===== src/rtl/alu_pkg.sv =====
// Shared types for the pipelined ALU: opcodes, flag bundle, control states.
// Latency: n/a (types and helpers only).
// Backpressure: n/a.
package alu_pkg;

    typedef enum logic [3:0] {
        OP_ADD   = 4'd0,
        OP_SUB   = 4'd1,
        OP_AND   = 4'd2,
        OP_OR    = 4'd3,
        OP_XOR   = 4'd4,
        OP_SLL   = 4'd5,
        OP_SRL   = 4'd6,
        OP_SRA   = 4'd7,
        OP_SLT   = 4'd8,
        OP_SLTU  = 4'd9,
        OP_MULLO = 4'd10,
        OP_MULHI = 4'd11
    } alu_op_t;

    // Bit order matches the flags output: {illegal, ovf, carry, zero}.
    typedef struct packed {
        logic illegal;
        logic ovf;
        logic carry;
        logic zero;
    } alu_flags_t;

    typedef enum logic [1:0] {
        IDLE = 2'd0,
        BUSY = 2'd1,
        HOLD = 2'd2
    } alu_state_t;

    function automatic logic is_mul(alu_op_t op);
        return (op == OP_MULLO) || (op == OP_MULHI);
    endfunction

endpackage


===== src/rtl/alu_mul_seq.sv =====
// Iterative unsigned shift-add multiplier, one partial product per cycle.
// Latency: DATA_WIDTH cycles of accumulation after start, then done is high.
// Backpressure: none; caller only pulses start while busy is low.
module alu_mul_seq #(
    parameter int DATA_WIDTH = 32
) (
    input  logic                    clk,
    input  logic                    rst_n,
    input  logic                    start,
    input  logic [DATA_WIDTH-1:0]   a,
    input  logic [DATA_WIDTH-1:0]   b,
    output logic                    busy,
    output logic                    done,
    output logic [2*DATA_WIDTH-1:0] p
);

    localparam int CW = $clog2(DATA_WIDTH + 1);

    logic [CW-1:0]           cnt_q;
    logic                    busy_q;
    logic [2*DATA_WIDTH-1:0] acc_q;
    logic [2*DATA_WIDTH-1:0] mcand_q;
    logic [DATA_WIDTH-1:0]   mplier_q;

    // Load operands on start, then add the shifted multiplicand for each set multiplier bit.
    always_ff @(posedge clk or negedge rst_n) begin
        if (!rst_n) begin
            cnt_q    <= '0;
            busy_q   <= 1'b0;
            acc_q    <= '0;
            mcand_q  <= '0;
            mplier_q <= '0;
        end else if (start) begin
            cnt_q    <= CW'(DATA_WIDTH);
            busy_q   <= 1'b1;
            acc_q    <= '0;
            mcand_q  <= {{DATA_WIDTH{1'b0}}, a};
            mplier_q <= b;
        end else if (busy_q) begin
            if (cnt_q != '0) begin
                if (mplier_q[0]) begin
                    acc_q <= acc_q + mcand_q;
                end
                mcand_q  <= mcand_q << 1;
                mplier_q <= mplier_q >> 1;
                cnt_q    <= cnt_q - CW'(1);
            end else begin
                // The consumer samples p on this edge; drop busy behind it.
                busy_q <= 1'b0;
            end
        end
    end

    assign busy = busy_q;
    assign done = busy_q && (cnt_q == '0);
    assign p    = acc_q;

endmodule


===== src/rtl/alu_pipe.sv =====
// Registered valid/ready ALU with flags; multiply via iterative shift-add unit.
// Latency: 1 cycle for single-cycle/illegal ops, DATA_WIDTH+1 cycles for MULLO/MULHI.
// Backpressure: result held while out_ready is low; in_ready drops while busy or holding a blocked result.
module alu_pipe #(
    parameter int DATA_WIDTH = 32,
    parameter bit MUL_EN     = 1'b1
) (
    input  logic                  clk,
    input  logic                  rst_n,
    input  logic                  in_valid,
    output logic                  in_ready,
    input  logic [3:0]            op,
    input  logic [DATA_WIDTH-1:0] a,
    input  logic [DATA_WIDTH-1:0] b,
    output logic                  out_valid,
    input  logic                  out_ready,
    output logic [DATA_WIDTH-1:0] r,
    output logic [3:0]            flags
);

    import alu_pkg::*;

    localparam int W   = DATA_WIDTH;
    localparam int SHW = $clog2(DATA_WIDTH);

    alu_state_t            state_q, state_d;
    alu_op_t               op_e;
    logic                  op_mul;
    logic                  accept;
    logic                  mul_start;
    logic                  mul_busy, mul_done, mul_fin;
    logic [2*W-1:0]        mul_p;
    logic                  mul_hi_q;
    logic [W-1:0]          mul_res;
    alu_flags_t            mul_fl;
    logic [SHW-1:0]        shamt;
    logic [W:0]            sum, diff;
    logic [W-1:0]          alu_res;
    alu_flags_t            alu_fl;
    logic [W-1:0]          r_q;
    alu_flags_t            flags_q;

    assign op_e   = alu_op_t'(op);
    assign op_mul = (MUL_EN != 1'b0) && is_mul(op_e);
    assign shamt  = b[SHW-1:0];
    assign sum    = {1'b0, a} + {1'b0, b};
    assign diff   = {1'b0, a} - {1'b0, b};

    // Single-cycle datapath; anything not handled here (including MUL ops) reports illegal.
    always_comb begin
        alu_res = '0;
        alu_fl  = '0;
        case (op_e)
            OP_ADD: begin
                alu_res      = sum[W-1:0];
                alu_fl.carry = sum[W];
                alu_fl.ovf   = (a[W-1] == b[W-1]) && (sum[W-1] != a[W-1]);
            end
            OP_SUB: begin
                alu_res      = diff[W-1:0];
                alu_fl.carry = diff[W];
                alu_fl.ovf   = (a[W-1] != b[W-1]) && (diff[W-1] != a[W-1]);
            end
            OP_AND:  alu_res = a & b;
            OP_OR:   alu_res = a | b;
            OP_XOR:  alu_res = a ^ b;
            OP_SLL:  alu_res = a << shamt;
            OP_SRL:  alu_res = a >> shamt;
            OP_SRA:  alu_res = $signed(a) >>> shamt;
            OP_SLT:  alu_res = {{(W-1){1'b0}}, ($signed(a) < $signed(b))};
            OP_SLTU: alu_res = {{(W-1){1'b0}}, (a < b)};
            default: alu_fl.illegal = 1'b1;
        endcase
        alu_fl.zero = (alu_res == '0);
    end

    generate
        if (MUL_EN) begin : g_mul
            alu_mul_seq #(
                .DATA_WIDTH (W)
            ) u_mul (
                .clk   (clk),
                .rst_n (rst_n),
                .start (mul_start),
                .a     (a),
                .b     (b),
                .busy  (mul_busy),
                .done  (mul_done),
                .p     (mul_p)
            );
        end else begin : g_no_mul
            assign mul_busy = 1'b0;
            assign mul_done = 1'b0;
            assign mul_p    = '0;
        end
    endgenerate

    assign mul_fin = mul_busy && mul_done;

    // Select the requested half of the product and derive its flags.
    always_comb begin
        mul_res     = mul_hi_q ? mul_p[2*W-1:W] : mul_p[W-1:0];
        mul_fl      = '0;
        mul_fl.zero = (mul_res == '0);
    end

    // Handshake and next-state logic; a held result may be replaced on the edge it is consumed.
    always_comb begin
        in_ready  = (state_q == IDLE) || ((state_q == HOLD) && out_ready);
        accept    = in_valid && in_ready;
        mul_start = accept && op_mul;
        state_d   = state_q;
        case (state_q)
            IDLE: begin
                if (accept) begin
                    state_d = op_mul ? BUSY : HOLD;
                end
            end
            BUSY: begin
                if (mul_fin) begin
                    state_d = HOLD;
                end
            end
            HOLD: begin
                if (out_ready) begin
                    state_d = accept ? (op_mul ? BUSY : HOLD) : IDLE;
                end
            end
            default: state_d = IDLE;
        endcase
    end

    // State register; reset aborts any multiply in flight.
    always_ff @(posedge clk or negedge rst_n) begin
        if (!rst_n) begin
            state_q <= IDLE;
        end else begin
            state_q <= state_d;
        end
    end

    // Result register: loaded at accept for single-cycle ops, at multiply completion otherwise.
    always_ff @(posedge clk or negedge rst_n) begin
        if (!rst_n) begin
            r_q      <= '0;
            flags_q  <= '0;
            mul_hi_q <= 1'b0;
        end else if (accept && !op_mul) begin
            r_q     <= alu_res;
            flags_q <= alu_fl;
        end else if (accept) begin
            mul_hi_q <= (op_e == OP_MULHI);
        end else if ((state_q == BUSY) && mul_fin) begin
            r_q     <= mul_res;
            flags_q <= mul_fl;
        end
    end

    assign out_valid = (state_q == HOLD);
    assign r         = r_q;
    assign flags     = flags_q;

endmodule


===== config.mk =====
export PLATFORM = sky130hd
export DESIGN_NAME = alu_pipe
export DESIGN_NICKNAME = d
export VERILOG_FILES = /design/src/rtl/alu_pkg.sv /design/src/rtl/alu_mul_seq.sv /design/src/rtl/alu_pipe.sv
export SDC_FILE = /design/constraint.sdc
export NUM_CORES = 1
export LEC_CHECK = 0
export ABC_CLOCK_PERIOD_IN_PS = 4500
export BUFFER_PORTS_ARGS = -buffer_cell sky130_fd_sc_hd__buf_2
export CORE_MARGIN = 5
export CORE_UTILIZATION = 30
export CTS_CLUSTER_SIZE = 28
export DETAILED_ROUTE_END_ITERATION = 8
export GPL_TIMING_DRIVEN = 0
export PLACE_DENSITY = 0.42
export SYNTH_ARGS = -nofsm -noshare
export SYNTH_HDL_FRONTEND = slang
export SYNTH_SLANG_ARGS = --single-unit

===== constraint.sdc =====
create_clock -name clk -period 4.5 [get_ports clk]
set_input_delay 0.675 -clock clk [delete_from_list [all_inputs] [get_ports clk]]
set_output_delay 0.675 -clock clk [all_outputs]
set_load 0.01 [all_outputs]

==> results.rst, run 1 <==
.. list-table::
   :header-rows: 1

   * - Metric
     - Value
   * - Cell chain of the critical path
     - buf_2, clkbuf_2, clkbuf_2, buf_2, buf_1, clkbuf_2, a21oi_1, a21oi_1, o21ai_0, nor4_2, o311ai_0, nor4_1, nand4_1, nor4_2, a41o_1
   * - Post-route cell area
     - roughly 0.026 mm2
   * - Clk_skew
     - 0.0417 ns
   * - Area of the mapped netlist
     - about 0.022 mm2
   * - TritonCTS clock tree
     - built
   * - Cell area reported after detailed placement
     - 0.0238 mm2
   * - Ys flop type
     - sky130_fd_sc_hd__dfrtp_1
   * - Global-route wire length before repair
     - 181000 um
   * - Buffer levels on the longest clock path
     - 3
   * - Sequential element share of the synthesized area
     - 23.5%
   * - Largest stage delay on the critical path
     - about 0.57 ns
   * - Worst R2R Path Depth
     - 13
   * - Syn Area/Cell
     - 7.60 um2
   * - Number of stages on the worst hold path
     - 3
   * - Synth async-reset ratio
     - 100%
   * - RSZ-0062 raised after global routing
     - yes
   * - Total global routing track utilization
     - approximately a third
   * - Number of antenna violations at the first check in global routing
     - 5
   * - Required time of the worst setup path
     - ~5.0 ns
   * - Reg2reg setup slack
     - 0.23 ns
   * - Largest net degree at the start of global routing
     - ~110
   * - Minimum setup slack in the final design
     - -0.0754 ns
   * - Average wire length per cell after detail routing
     - 32.1 um
   * - Crit share post-route
     - 102%
   * - H-tree Lvls
     - 1
   * - Final slew viol count
     - 0
   * - Buffers and inverters on the worst path
     - 6
   * - Met1 routing resource usage after global routing
     - about 38%
   * - Final period demand of the worst path
     - 4.58 ns
   * - Crit end category
     - register
   * - Flip-flop and latch count after synthesis
     - 206
   * - Initial Util
     - 30.1%
   * - Reg2Reg Launch Point
     - g_mul.u_mul.p[9]$_DFFE_PN0P_
   * - Violations in the final reports
     - negative setup slack
   * - Slew @ Worst Pin
     - 1.08 ns
   * - Count of buffers from port buffering
     - 108
   * - Filler-free cell count of the finished design
     - 4021
   * - Number of vias in the routed layout
     - between 20k and 25k
   * - Post-detailed-placement half-perimeter wirelength
     - between 100000 and 150000 um
   * - I/O pin count
     - 110
   * - Clock insertion delay at the later pin of the skew report
     - 0.58 ns
   * - Top Family by Delay on Critical Path
     - buffers and inverters
   * - Number of endpoints with negative hold slack in the final report
     - 0
   * - GRT met3 Usage
     - about 3.6%
   * - Critical Path AT
     - 5.08 ns
   * - Hold Path End
     - state_q[1]$_DFFE_PN0P_
   * - Depth of the critical timing path with buffers and inverters included
     - 15
   * - Floorplan core area
     - 0.0727 mm2
   * - Final net count
     - 3285
   * - Number of flops mapped to enable cells by yosys
     - 0
   * - Area grow syn2layout
     - 17.1%
   * - TritonRoute pass-1 iters
     - 6
   * - Run status
     - complete, but fails checks
   * - Die Span Y
     - 280 um
   * - Post-synthesis cell type count
     - between 80 and 90
   * - Inserted Clock Buffers
     - 27
   * - Sum Neg Setup Slack
     - -0.0754 ns
   * - Number of vias per cell
     - a little over 6
   * - Most frequent cell after synthesis
     - sky130_fd_sc_hd__nand2_1
   * - GRT met2 Usage
     - between 50% and 60%
   * - R2R Path End
     - g_mul.u_mul.p[62]$_DFFE_PN0P_
   * - Power per Cell Area
     - 498 mW/mm2
   * - DRC violations left
     - 0
   * - Net count after synthesis
     - 3124
   * - Worst hold-check path type
     - primary input to register
   * - Worst setup SP type
     - primary input
   * - Global route total overflow
     - 0
   * - Number of global-route vias before repair
     - 24.1k
   * - Setup Crit Path Kind
     - primary input to register
   * - Final ANT Viol Nets
     - 0
   * - Max Clk Rate
     - 219 MHz
   * - Total Routed Length
     - 129000 um
   * - Fraction of layout instances using a drive strength above 1
     - approximately 14%
   * - Largest voltage drop on the vdd net
     - ~0.37 mV
   * - Post-placement cell count
     - 3952
   * - Cell taking the most area after synthesis
     - sky130_fd_sc_hd__dfrtp_1
   * - Setup violation total in the final timing report
     - 1
   * - Cell types occupying the most area after synthesis
     - sky130_fd_sc_hd__dfrtp_1 24%, sky130_fd_sc_hd__ha_1 9.7%, sky130_fd_sc_hd__nand2_1 7.8%
   * - Number of warning messages in the yosys log
     - 0
   * - Routability-driven placement congestion ratio
     - 1.09
   * - Share of Yosys cell area claimed by the top area cell type
     - 23.5%
   * - Clock edge transition at the registers on the reported setup and hold paths
     - 0.06 ns
   * - Crit-path most repeated cell
     - sky130_fd_sc_hd__clkbuf_2
   * - Clock root cell
     - sky130_fd_sc_hd__clkbuf_16
   * - Commonest cells post-synth
     - 455 x sky130_fd_sc_hd__nand2_1, 287 x sky130_fd_sc_hd__nor2_1, 286 x sky130_fd_sc_hd__a21oi_1
   * - Number of instances in the synthesized netlist
     - 2880
   * - Static Leakage
     - about 0.011 uW
   * - DRT iter0 DRCs
     - 2431
   * - Site Rows
     - 99
   * - Worst hold-check slack
     - 0.418 ns
   * - Die span in x
     - 280 um
   * - Worst slack at placement
     - -3.18 ns
   * - Maximum fanout count along the critical path
     - 10
   * - Max-cap violation count
     - 0
   * - Worst Min Path Start
     - out_ready
   * - Area of the die
     - 0.0785 mm2
   * - Peak-usage layer in the global routing report
     - met2
   * - Worst slew margin relative to its limit
     - about 28%
   * - Critical path's slowest cell
     - sky130_fd_sc_hd__buf_1
   * - Clock tree sinks
     - 206
## worst max-delay path by stage
stage          startpoint                   end  slack, ns
2_1_floorplan        b[3]  flags[0]$_DFFE_PN0P_       0.01
3_3_place_gp         b[3]  flags[0]$_DFFE_PN0P_      -3.33
3_5_place_dp         b[3]  flags[0]$_DFFE_PN0P_      -3.18
4_1_cts             op[3]  flags[0]$_DFFE_PN0P_      -0.02
5_1_grt              b[2]  flags[0]$_DFFE_PN0P_      -0.19
6_report            op[0]  flags[0]$_DFFE_PN0P_      -0.08
## placed cells by master, fill, tap and decap left out, types with 49 or more instances in the layout
cell type,Yosys,layout
sky130_fd_sc_hd__dfrtp_1,206,205
sky130_fd_sc_hd__nand2_1,455,452
sky130_fd_sc_hd__buf_2,18,115
sky130_fd_sc_hd__a21oi_1,286,278
sky130_fd_sc_hd__a21o_1,61,60
sky130_fd_sc_hd__inv_1,123,120
sky130_fd_sc_hd__nor2_1,287,285
sky130_fd_sc_hd__mux2i_1,70,64
sky130_fd_sc_hd__ha_1,169,163
sky130_fd_sc_hd__nor3_1,64,60
sky130_fd_sc_hd__o21ai_0,143,134
sky130_fd_sc_hd__nand3_1,51,49
sky130_fd_sc_hd__clkbuf_1,159,132
sky130_fd_sc_hd__a31oi_1,87,86
## kinds of logic after synthesis
| group | count (synthesis) | share of synthesized area (%) |
|---|---|---|
| and+or+nand+nor | 1068 | 22.0 |
| muxes | 135 | 9.25 |
| adders and majority gates | 172 | 9.93 |
| AOI/OAI and AO/OA | 908 | 26.9 |
| buffers and inverters | 328 | 5.86 |
| DFF | 206 | 23.5 |
| xor gates and xnor gates | 63 | 2.52 |
## tightest hold or removal path, delay by kind of cell
| kind | cells | cell delay [ns] |
|---|---|---|
| AO/OA/AOI/OAI | 1 | 0.12 |
| buffers and inverters | 2 | 0.17 |
## timing repair
item | CTS | global route
pin swaps | 15 | 17
resized for setup | 123 | 90
endpoints found under the hold margin | 7 | 0
setup endpoints to repair | 43 | 11
setup buffers | 15 | 9
hold buffers | 1 | 0
## metal layers
layer  vias to the layer above  share of wire (%)
li1                      10888                  -
met1                     12347                 39
met2                      1121                 47
met3                       330                5.6
met4                         2                7.9
met5                         -              0.010
## layout make-up
cell class,count,area (um2)
antenna,2,5.00
buffer,196,956
clock buffer,40,795
clock inverter,8,146
fill,7767,47100
inverter,125,480
multi-input combinational,2346,16100
sequential,206,5160
tap,959,1200
timing repair buffer,139,842
## power breakdown
| part | internal (uW) | leakage (uW) | switching (uW) |
|---|---|---|---|
| Sequential | 2590 | 0.00266 | 853 |
| Clock | 1440 | 0.000459 | 880 |
| Combinational | 2470 | 0.00796 | 4540 |
| Total | 6500 | 0.0111 | 6270 |
## stage by stage
step	total power [uW]	util [%]
after floorplan	7640	-
after global placement	10200	32.5
after detailed placement	10200	32.7
after CTS	12700	34.7
after global routing	13600	35.3
final	12800	35.3
## sequential cells by signal, summed over array words and instances (netlist names)
| name | flops |
|---|---|
| g_mul.u_mul.mcand_q | 64 |
| mul_hi_q | 1 |
| r | 32 |
| g_mul.u_mul.cnt_q | 6 |
| g_mul.u_mul.busy | 1 |
| flags | 4 |
| state_q | 2 |
| g_mul.u_mul.p | 64 |
| g_mul.u_mul.mplier_q | 32 |
Power figures use the tool's default switching activity.
==> run 2: changes to the inputs <==
- ABC_AREA: not set -> 1
==> results.rst, run 2 <==
.. list-table::
   :header-rows: 1

   * - Metric
     - Value
   * - TritonRoute pass-1 iters
     - 6 (unchanged)
   * - Adder-cell share of the synthesized area
     - 9.15% (-0.78 points)
   * - Max Clk Rate
     - 233 MHz (+6.7%)
   * - Cell types occupying the most area after synthesis
     - sky130_fd_sc_hd__dfrtp_1 22%, sky130_fd_sc_hd__nand2_1 18%, sky130_fd_sc_hd__nand3_1 11%
   * - Setup violation total in the final timing report
     - 0 (-1)
   * - TritonCTS clock tree
     - built
   * - Required time of the worst setup path
     - 5.00 ns (about the same)
   * - Clock tree sinks
     - 206 (unchanged)
   * - Part of the total power dissipated in the clock network
     - 20.5% (+2.3 points)
   * - Flip-flop and latch count after synthesis
     - 206 (unchanged)
   * - Average wire length per cell after detail routing
     - 24.8 um (-23%)
   * - Global route total overflow
     - 0 (unchanged)
   * - Dominant combinational cell family by area after synthesis
     - simple AND/OR/NAND/NOR gates
   * - Number of global-route vias before repair
     - 26.4k (+9.4%)
   * - Setup bufs post-CTS
     - 0 (-15)
   * - GRT met2 Usage
     - 42.2% (-12 points)
   * - Sequential element share of the synthesized area
     - 21.7% (-1.8 points)
   * - Maximum fanout count along the critical path
     - 11 (+1)
   * - Area of the die
     - 0.0850 mm2 (+8.2%)
   * - Final slew viol count
     - 0 (unchanged)
   * - Post-cts gate resize count
     - 0 (-100%)
   * - Setup Crit Path Kind
     - primary input to register
   * - Count of buffers from port buffering
     - 108 (unchanged)
   * - Crit share post-route
     - 95.3% (-6.4 points)
   * - Cell area reported after detailed placement
     - 0.0257 mm2 (+8.0%)
   * - Worst slack at placement
     - -0.522 ns (+2.66 ns)
   * - Post-placement cell count
     - 5218 (+32%)
   * - Ys flop type
     - sky130_fd_sc_hd__dfrtp_1
   * - Compound-Gate Fraction of Synth Area
     - 15.5% (-11 points)
   * - Total Routed Length
     - 131000 um (+1.4%)
   * - Core utilization of the finished layout
     - 34.0% (-1.3 points)
   * - Number of flops mapped to enable cells by yosys
     - 0 (unchanged)
   * - Final ANT Viol Nets
     - 0 (unchanged)
   * - Post-synthesis cell type count
     - 53 (-39%)
   * - Site Rows
     - 103 (+4.0%)
   * - Multiplexer fraction of the synthesized cell area
     - 0.547% (-8.7 points)
   * - Inserted Clock Buffers
     - 28 (+3.7%)
   * - Most frequent cell after synthesis
     - sky130_fd_sc_hd__nand2_1
   * - Initial Util
     - 30.2% (+0.065 points)
   * - Largest voltage drop on the vdd net
     - 0.328 mV (-12%)
   * - Power per Cell Area
     - 474 mW/mm2 (-4.8%)
   * - Reg2Reg Launch Point
     - g_mul.u_mul.cnt_q[1]$_DFFE_PN0P_
   * - Die Span Y
     - 291 um (+4.0%)
   * - Worst hold-check path type
     - primary input to async pin
   * - Worst slew margin relative to its limit
     - 25.1% (-2.8 points)
   * - Area of the mapped netlist
     - 0.0238 mm2 (+8.5%)
   * - Overall power consumption
     - 12700 uW (-0.70%)
   * - Net count after synthesis
     - 4303 (+38%)
   * - Post-CTS Hold Buffers
     - 0 (-1)
   * - Number of endpoints with negative hold slack in the final report
     - 0 (unchanged)
   * - Clock root cell
     - sky130_fd_sc_hd__clkbuf_16
   * - Fraction of power spent switching nets
     - 51.4% (+2.3 points)
   * - Floorplan core area
     - 0.0787 mm2 (+8.3%)
   * - Power share of the combinational group
     - 54.7% (-0.2 points)
   * - Total global routing track utilization
     - 29.5% (-2.1 points)
   * - Routability-driven placement congestion ratio
     - 1.01 (-7.4%)
   * - Fraction of synthesized cell area in xor and xnor cells
     - 0.737% (-1.8 points)
   * - Max-cap violation count
     - 0 (unchanged)
   * - Clock edge transition at the registers on the reported setup and hold paths
     - 0.06 ns (about the same)
   * - Number of instances in the synthesized netlist
     - 4059 (+41%)
   * - GRT met3 Usage
     - 5.91% (+2.3 points)
   * - Fraction of layout instances using a drive strength above 1
     - 7.30% (-6.4 points)
   * - Post-route cell area
     - 0.0267 mm2 (+4.3%)
   * - Filler-free cell count of the finished design
     - 5270 (+31%)
   * - Clk_skew
     - 0.0175 ns (-0.0242 ns)
   * - Post-detailed-placement half-perimeter wirelength
     - 110000 um (+5.0%)
   * - Highest-count cells in the layout ignoring fill and taps
     - 1140 x sky130_fd_sc_hd__nand2_1, 542 x sky130_fd_sc_hd__inv_1, 519 x sky130_fd_sc_hd__nand3_1
   * - Most common cell after layout, fill and taps aside
     - sky130_fd_sc_hd__nand2_1
   * - Synth async-reset ratio
     - 100% (unchanged)
   * - Number of warning messages in the yosys log
     - 0 (unchanged)
   * - Syn Area/Cell
     - 5.86 um2 (-23%)
   * - Final net count
     - 4441 (+35%)
   * - Share of Yosys cell area claimed by the top area cell type
     - 21.7% (-1.8 points)
   * - Global-route wire length before repair
     - 187000 um (+2.8%)
   * - Run status
     - complete, no violations
   * - Cell taking the most area after synthesis
     - sky130_fd_sc_hd__dfrtp_1
   * - Minimum setup slack in the final design
     - 0.211 ns (+0.286 ns)
   * - Buffer levels on the longest clock path
     - 3 (unchanged)
   * - H-tree Lvls
     - 1 (unchanged)
   * - Number of vias per cell
     - 5.39 (-12%)
   * - Die span in x
     - 291 um (+4.0%)
   * - Critical Path AT
     - 4.79 ns (-0.29 ns)
   * - Slew @ Worst Pin
     - 1.12 ns (+0.0462 ns)
   * - Internal power summed over all cells
     - 6160 uW (-5.2%)
   * - DRC violations left
     - 0 (unchanged)
   * - Static Leakage
     - 0.0138 uW (+24%)
   * - Worst setup SP type
     - primary input
   * - I/O pin count
     - 110 (unchanged)
   * - Largest net degree at the start of global routing
     - 109 (unchanged)
   * - Worst setup path start
     - b[2]
   * - Simple-gate portion of the synthesized area
     - 40.1% (+18 points)
   * - DRT iter0 DRCs
     - 3553 (+46%)
   * - Met1 routing resource usage after global routing
     - 45.6% (+7.2 points)
   * - Peak-usage layer in the global routing report
     - met1
   * - Crit end category
     - register
   * - Number of antenna violations at the first check in global routing
     - 1 (-4)
   * - RSZ-0062 raised after global routing
     - no
   * - Commonest cells post-synth
     - 1140 x sky130_fd_sc_hd__nand2_1, 542 x sky130_fd_sc_hd__inv_1, 519 x sky130_fd_sc_hd__nand3_1
   * - Switching power summed over all nets
     - 6520 uW (+3.9%)
   * - Number of vias in the routed layout
     - 28.4k (+15%)
   * - Area grow syn2layout
     - 12.5%
   * - Worst R2R Path Depth
     - 14 (+1)
   * - Final period demand of the worst path
     - 4.29 ns (-0.286 ns)
   * - Part of the power in registers
     - 24.8% (-2.2 points)
   * - Clock insertion delay at the later pin of the skew report
     - 0.58 ns (about the same)
run 2: logic make-up (layout without fill, tap and decap cells):
kind of cell,count (synthesis),after routing
AND/OR/NAND/NOR,2268,2268
buffers and inverters,719,879
AO/OA/AOI/OAI,661,661
flip-flops,206,206
adder cells (fa/ha/maj),172,172
XOR/XNOR,20,20
multiplexers,13,13
other,0,1
run 2: metal layers:
layer  wire (um)  part of all wire, %
met2       51800                   40
met1       63600                   49
met3       12100                  9.3
met5           9               0.0069
met4        3400                  2.6
run 2: through the flow:
step	setup TNS [ns]	hold WS, ns
after global routing	0	0.226
after floorplan	0	0.379
after detailed placement	-0.522	0.481
final	0	0.169
after CTS	0	0.186
after global placement	-257.78	0.476
run 2: path summary, 6_finish.rpt:
path / to / slack (ns)
worst min register to register: r[1]$_DFFE_PN0P_ / 0.49
worst max-delay path: flags[0]$_DFFE_PN0P_ / 0.21
max in group asynchronous: state_q[1]$_DFFE_PN0P_ / 3.25
worst min-delay path: r[20]$_DFFE_PN0P_ / 0.17
min in group clk: state_q[1]$_DFFE_PN0P_ / 0.37
worst max register to register: g_mul.u_mul.p[21]$_DFFE_PN0P_ / 0.96
run 2: power groups by stage:
| stage | Combinational, uW | Clock (uW) | Sequential (uW) |
|---|---|---|---|
| 2_1_floorplan | 4300 | 0 | 2930 |
| 3_3_place_gp | 6790 | 0 | 3160 |
| 3_5_place_dp | 6760 | 0 | 3170 |
| 4_1_cts | 6790 | 2660 | 3140 |
| 5_1_grt | 7650 | 2720 | 3200 |
| 6_report | 6940 | 2600 | 3140 |
run 2: critical path: stages:
cell and delay, ns:
sky130_fd_sc_hd__buf_2 0.11, sky130_fd_sc_hd__buf_2 0.19, sky130_fd_sc_hd__inv_2 0.16, sky130_fd_sc_hd__buf_2 0.35, sky130_fd_sc_hd__clkbuf_4 0.38, sky130_fd_sc_hd__ha_1 0.29
sky130_fd_sc_hd__buf_4 0.18, sky130_fd_sc_hd__nor2_2 0.23, sky130_fd_sc_hd__nand2_1 0.10, sky130_fd_sc_hd__nand3_2 0.17, sky130_fd_sc_hd__nand2_1 0.10, sky130_fd_sc_hd__nand2_1 0.16
sky130_fd_sc_hd__nand2_1 0.07, sky130_fd_sc_hd__nand3_1 0.12, sky130_fd_sc_hd__nand2_1 0.14, sky130_fd_sc_hd__inv_1 0.15, sky130_fd_sc_hd__nand3_1 0.10, sky130_fd_sc_hd__nor2_2 0.29
sky130_fd_sc_hd__nand2_1 0.10, sky130_fd_sc_hd__nor2_1 0.09, sky130_fd_sc_hd__nand3_1 0.20, sky130_fd_sc_hd__nor2_1 0.14, sky130_fd_sc_hd__nand3_1 0.13, sky130_fd_sc_hd__a21oi_2 0.13
run 2: layout make-up:
cell class,count,area [um2]
clock buffer,34,785
buffer,161,832
fill,9118,52000
tap,1050,1310
timing repair buffer,109,578
multi-input combinational,3134,15700
inverter,557,2100
sequential,206,5150
antenna,1,2.50
clock inverter,18,280
